===== config.mk =====
export PLATFORM = sky130hd
export DESIGN_NAME = clkdiv_multi
export DESIGN_NICKNAME = d
export VERILOG_FILES = /design/src/rtl/clkdiv_pkg.sv /design/src/rtl/clkdiv_ch.sv /design/src/rtl/clkdiv_multi.sv
export SDC_FILE = /design/constraint.sdc
export NUM_CORES = 1
export LEC_CHECK = 0
export BUFFER_PORTS_ARGS = -buffer_cell sky130_fd_sc_hd__buf_2
export CAP_MARGIN = 15
export CORE_AREA = 2 2 153 170
export CTS_CLUSTER_SIZE = 30
export DETAILED_ROUTE_END_ITERATION = 8
export DIE_AREA = 0 0 155 172
export GPL_TIMING_DRIVEN = 0
export SLEW_MARGIN = 15
export SYNTH_ARGS = -nofsm -noshare
export SYNTH_HDL_FRONTEND = slang
export SYNTH_HIERARCHICAL = 1
export SYNTH_SLANG_ARGS = --single-unit
export TNS_END_PERCENT = 30

===== constraint.sdc =====
create_clock -name clk_50m -period 8.4 [get_ports clk_50m]
set_input_delay 1.26 -clock clk_50m [delete_from_list [all_inputs] [get_ports clk_50m]]
set_output_delay 1.26 -clock clk_50m [all_outputs]
set_load 0.02 [all_outputs]

===== src/rtl/clkdiv_pkg.sv =====
// Shared defaults and helpers for the multi-channel clock divider.
package clkdiv_pkg;

    localparam int CNT_W_DEF    = 16;
    localparam int DEF_HALF_DEF = 250;   // 100 kHz from a 50 MHz clock

    // Channel-index width; a single channel still gets a 1-bit index.
    function automatic int ch_idx_w(input int n_ch);
        return (n_ch > 1) ? $clog2(n_ch) : 1;
    endfunction

endpackage


===== src/rtl/clkdiv_ch.sv =====
// One divider channel: half-period counter, toggling output, rise tick, and a
// pending half-period that takes effect only at a period boundary.
module clkdiv_ch
    import clkdiv_pkg::*;
#(
    parameter int CNT_W    = CNT_W_DEF,
    parameter int DEF_HALF = DEF_HALF_DEF
) (
    input  logic             clk_50m,
    input  logic             rst_n,
    input  logic             en,
    input  logic             sync,
    input  logic             wr,
    input  logic [CNT_W-1:0] wr_div,
    output logic             clk_out,
    output logic             tick,
    output logic             pend
);

    localparam logic [CNT_W-1:0] HALF_RST = (DEF_HALF == 0) ? CNT_W'(1) : CNT_W'(DEF_HALF);

    logic [CNT_W-1:0] cnt;
    logic [CNT_W-1:0] half;
    logic [CNT_W-1:0] pend_half;
    logic             pend_vld;
    logic             restart;
    logic             tc;
    logic             apply;

    assign restart = ~en | sync;
    assign tc      = (cnt == half - CNT_W'(1));
    // Disable and sync both put the channel at a fresh period start, so a
    // pending value can be taken there without shortening any period.
    assign apply   = pend_vld & (restart | tc);
    assign pend    = pend_vld;

    always_ff @(posedge clk_50m or negedge rst_n) begin
        if (!rst_n) begin
            cnt     <= '0;
            clk_out <= 1'b0;
            tick    <= 1'b0;
        end else if (restart) begin
            cnt     <= '0;
            clk_out <= 1'b0;
            tick    <= 1'b0;
        end else if (tc) begin
            cnt     <= '0;
            clk_out <= ~clk_out;
            tick    <= ~clk_out;
        end else begin
            cnt     <= cnt + CNT_W'(1);
            tick    <= 1'b0;
        end
    end

    // A write landing on the same edge as an apply only fills the pending
    // register, so it waits for the following boundary.
    always_ff @(posedge clk_50m or negedge rst_n) begin
        if (!rst_n) begin
            half      <= HALF_RST;
            pend_half <= '0;
            pend_vld  <= 1'b0;
        end else begin
            if (apply) begin
                half <= pend_half;
            end
            if (wr) begin
                pend_half <= (wr_div == '0) ? CNT_W'(1) : wr_div;
                pend_vld  <= 1'b1;
            end else if (apply) begin
                pend_vld  <= 1'b0;
            end
        end
    end

endmodule


===== src/rtl/clkdiv_multi.sv =====
// Multi-channel clock divider: configuration decode, write handshake and
// error flag around N_CH independent divider channels.
module clkdiv_multi
    import clkdiv_pkg::*;
#(
    parameter  int N_CH     = 4,
    parameter  int CNT_W    = CNT_W_DEF,
    parameter  int DEF_HALF = DEF_HALF_DEF,
    localparam int IDX_W    = ch_idx_w(N_CH)
) (
    input  logic             clk_50m,
    input  logic             rst_n,
    input  logic [N_CH-1:0]  ch_en,
    input  logic             sync,
    input  logic             cfg_valid,
    output logic             cfg_ready,
    input  logic [IDX_W-1:0] cfg_ch,
    input  logic [CNT_W-1:0] cfg_div,
    output logic             cfg_err,
    output logic [N_CH-1:0]  clk_out,
    output logic [N_CH-1:0]  tick
);

    logic            accept;
    logic            in_range;
    logic [N_CH-1:0] wr;
    logic [N_CH-1:0] pend;

    // One outstanding write at a time across all channels.
    assign cfg_ready = ~|pend;
    assign accept    = cfg_valid & cfg_ready;
    assign in_range  = (32'(cfg_ch) < 32'(N_CH));

    always_ff @(posedge clk_50m or negedge rst_n) begin
        if (!rst_n) begin
            cfg_err <= 1'b0;
        end else begin
            cfg_err <= accept & ~in_range;
        end
    end

    for (genvar i = 0; i < N_CH; i++) begin : g_ch
        assign wr[i] = accept & in_range & (cfg_ch == IDX_W'(i));

        clkdiv_ch #(
            .CNT_W    (CNT_W),
            .DEF_HALF (DEF_HALF)
        ) u_ch (
            .clk_50m (clk_50m),
            .rst_n   (rst_n),
            .en      (ch_en[i]),
            .sync    (sync),
            .wr      (wr[i]),
            .wr_div  (cfg_div),
            .clk_out (clk_out[i]),
            .tick    (tick[i]),
            .pend    (pend[i])
        );
    end

endmodule


==> metrics <==
Remaining DRCs 0; endpoints failing setup 0; final RePlAce weighted congestion 0.8504; DIE AREA 0.02666 mm²; CP Cell Sequence clkbuf_1 -> nor3_1 -> and3_1 -> mux2_2 -> a31o_2 -> a2111oi_4 -> o21ai_4 -> buf_6 -> mux2_4; largest net degree at the start of global routing 103; RSZ-0062 raised after global routing false; Clk pwr share 29.5%; Unique masters post-synth 79; Core ar. 0.02496 mm²; Worst-Margin Slew 881.8 ps; Post-CTS Setup Bufs 0; post-synth top area share 39.13%; Lkg Pwr 5.284 nW; Syn Nets 1102; post-synthesis compound-gate area fraction 8.738%; crit path kind register to register; Tmin final 3308 ps; DP Wirelength 18460 µm; first-pass GRT wire length 43790 µm; total grt overflow 0; drt initial violations 589; Cells after Synth 1068; Clock Sinks 204; DRT Wirelength 26120 µm; Area growth syn-to-layout 12.75%; status finished, final reports clean; Final Hold Viols 0; clk slew on worst S/H paths 60 ps; CP max-delay cell a2111oi_4; IO Port Bufs 34; CP endpoint kind register; Comb power frac 29.0%; vias in the first global route 8103; Top FF cell, synth dfrtp_1; worst vdd ir 0.0001354 V; P per Cell Area 284.1 mW/mm²; setup_tns 0 ps; CP max stage delay 560 ps; WP data required 8790 ps; row count 61; initial antenna violation count 1; Max Freq 0.3023 GHz; ranking of synthesized cells by area dfrtp_1 (39%), mux2_2 (7.8%), xnor2_1 (5.6%); fin. max-slew vios 0; Die Height 172 µm; post-synthesis simple-gate area fraction 20.11%; Final Cell Area 0.01298 mm²; xor and xnor area share after synthesis 10.35%; vias post-DR 8231; Hold Path Class register to register; layout cell share with drive strength beyond 1 24.83%; fraction of synthesized area in multiplexers 11.92%; CTS Hold Buffers Added 0; share of synthesized flip-flops with an asynchronous set or reset 100.0%; DP Area 0.01214 mm²; Post-Synth Adder-Cell Area 0.9564%; H-tree depth 1; top cell type by total area after synthesis dfrtp_1; Yosys Warn Count 6; n_diodes 0; Net Switching 0.001180 W; number of enable flip-flop cells after synthesis 0; part of the power in registers 41.4%; worst-case clock buffer depth 3; Max-cap violations 0; final period utilization 39.38%; Clock Latency Late Sink 520 ps; Seq cells post-synth 204; Crit path buffers/inverters 2; First-pass DRT Iterations 5; I/O Pins 36; initial core utilization 46.13%; sequential cell area fraction in the yosys report 44.60%; skew final 10.24 ps; Max FO, Critical Path 10; wire per inst 17.86 µm; Num CTS Buffers 24; clk root buf clkbuf_16; CP top delay family compound AO/OA/AOI/OAI gates; synthesized area 0.01151 mm²; Die Wd 155 µm; nets 1164; post-CTS sizing 0; Max-slew headroom 41.21%; All-Layer GR Usage 20.19%; switching part of the total 32.01%; CP startpoint kind register; largest family of logic cells by synthesized area simple AND/OR/NAND/NOR gates; worst path arrival time 3700 ps; CTS tree built; Syn Area/Cell 10.78 µm²; via density per instance 5.626; ANT nets after route 0; Pint 0.002507 W
kinds of logic (layout without fill, tap and decap cells):
kind of cell / Yosys count / in the layout
simple gates: 414 / 414
buf+inv: 74 / 154
fa+ha+maj: 9 / 9
other cells: 1 / 1
compound gates: 118 / 118
xor+xnor: 136 / 136
flops: 204 / 204
mux: 112 / 112
registers in the layout (all words and copies together), names as in the netlist:
register             cells
g_ch.u_ch/clk_out        4
g_ch.u_ch/cnt           64
g_ch.u_ch/half          64
g_ch.u_ch/pend           4
g_ch.u_ch/pend_half     64
g_ch.u_ch/tick           4
layout by cell type, fill, tap and decap left out, types with 5 or more instances in the layout:
cell / n
xnor2_1: 74
o22ai_1: 6
buf_2: 39
a31o_2: 6
nand2b_1: 6
dfrtp_1: 180
inv_1: 20
nand3_1: 35
o211ai_2: 14
nor2_1: 81
clkbuf_16: 25
mux2_2: 80
ha_1: 8
mux2_4: 30
nor4_1: 31
a21oi_1: 10
o21ai_0: 14
or4_4: 6
nor3_1: 34
or4_1: 5
nand4_1: 37
o211ai_1: 9
and2_1: 9
buf_6: 9
dfstp_2: 24
clkbuf_1: 38
or2_2: 8
clkbuf_8: 5
nand2_1: 66
and3_1: 24
nand3b_1: 6
a31oi_1: 15
nor2b_1: 22
xor2_1: 62
or3_1: 10
power groups by stage:
stage               combinational (W)  sequential [W]  clock [W]
floorplan                    0.000892         0.00145          0
global placement              0.00105         0.00154          0
detailed placement            0.00107         0.00154          0
CTS                           0.00108         0.00153    0.00112
global route                  0.00118         0.00157    0.00116
finish                        0.00107         0.00153    0.00109
routing by layer:
layer  GRT usage [%]  vias up  wire, µm
met5               0        -         0
met4           4.911        0       522
met3           2.406       35      1067
met2           33.10      163     12020
met1           28.71     4038     12520
li1                -     3995         -
worst paths after layout:
check	cells after the start	to	from	slack (ps)
worst max-delay path	9	g_ch[2].u_ch/half[13]$_DFFE_PN0P_	g_ch[2].u_ch/half[4]$_DFFE_PN1P_	5090
worst min-delay path	1	g_ch[2].u_ch/half[8]$_DFFE_PN0P_	g_ch[2].u_ch/pend_half[8]$_DFFE_PN0P_	500
worst max register to register	9	g_ch[2].u_ch/half[13]$_DFFE_PN0P_	g_ch[2].u_ch/half[4]$_DFFE_PN1P_	5090
worst min register to register	1	g_ch[2].u_ch/half[8]$_DFFE_PN0P_	g_ch[2].u_ch/pend_half[8]$_DFFE_PN0P_	500
max in group asynchronous	2	g_ch[0].u_ch/half[5]$_DFFE_PN1P_	rst_n	7190
min in group asynchronous	2	g_ch[2].u_ch/cnt[10]$_DFF_PN0_	rst_n	760
synth_stat cells (15+ instances only):
master / n
clkbuf_1: 32
xnor2_1: 74
nor4_1: 31
nand4_1: 37
nor3_1: 34
dfstp_2: 24
nand3_1: 35
nor2_1: 81
mux2_2: 80
inv_1: 20
and3_1: 24
nor2b_1: 22
mux2_4: 30
dfrtp_1: 180
nand2_1: 66
xor2_1: 62
a31oi_1: 15
stage by stage:
stage	utilization, %	power, W	std cells	hold WS (ps)	setup slack [ps]
global placement	48.39	0.002584	1417	485.0	2550
global route	52.01	0.003915	1463	509.2	4703
detailed placement	48.65	0.002611	1419	489.1	5094
finish	52.01	0.003687	1463	500.0	5092
floorplan	-	0.002340	1068	476.6	5349
CTS	52.01	0.003724	1463	500.0	5076
final cells by class:
class | count | area (µm²)
plain buffers | 53 | 300.3
clock buffers | 36 | 716.9
clock inverters | 8 | 121.4
fillers | 2228 | 11980
inverters | 21 | 78.83
multi-input cells | 790 | 5998
flip-flops and latches | 204 | 5135
well taps | 315 | 394.1
repair buffers | 36 | 235.2
worst register-to-register path, cell delays in order, from the launching register on:
cell and delay [ps]:
dfstp_2 360, clkbuf_1 190, nor3_1 500, and3_1 330
mux2_2 360, a31o_2 230, a2111oi_4 560, o21ai_4 160
buf_6 200, mux2_4 300
(Power assumes the default switching activity.)
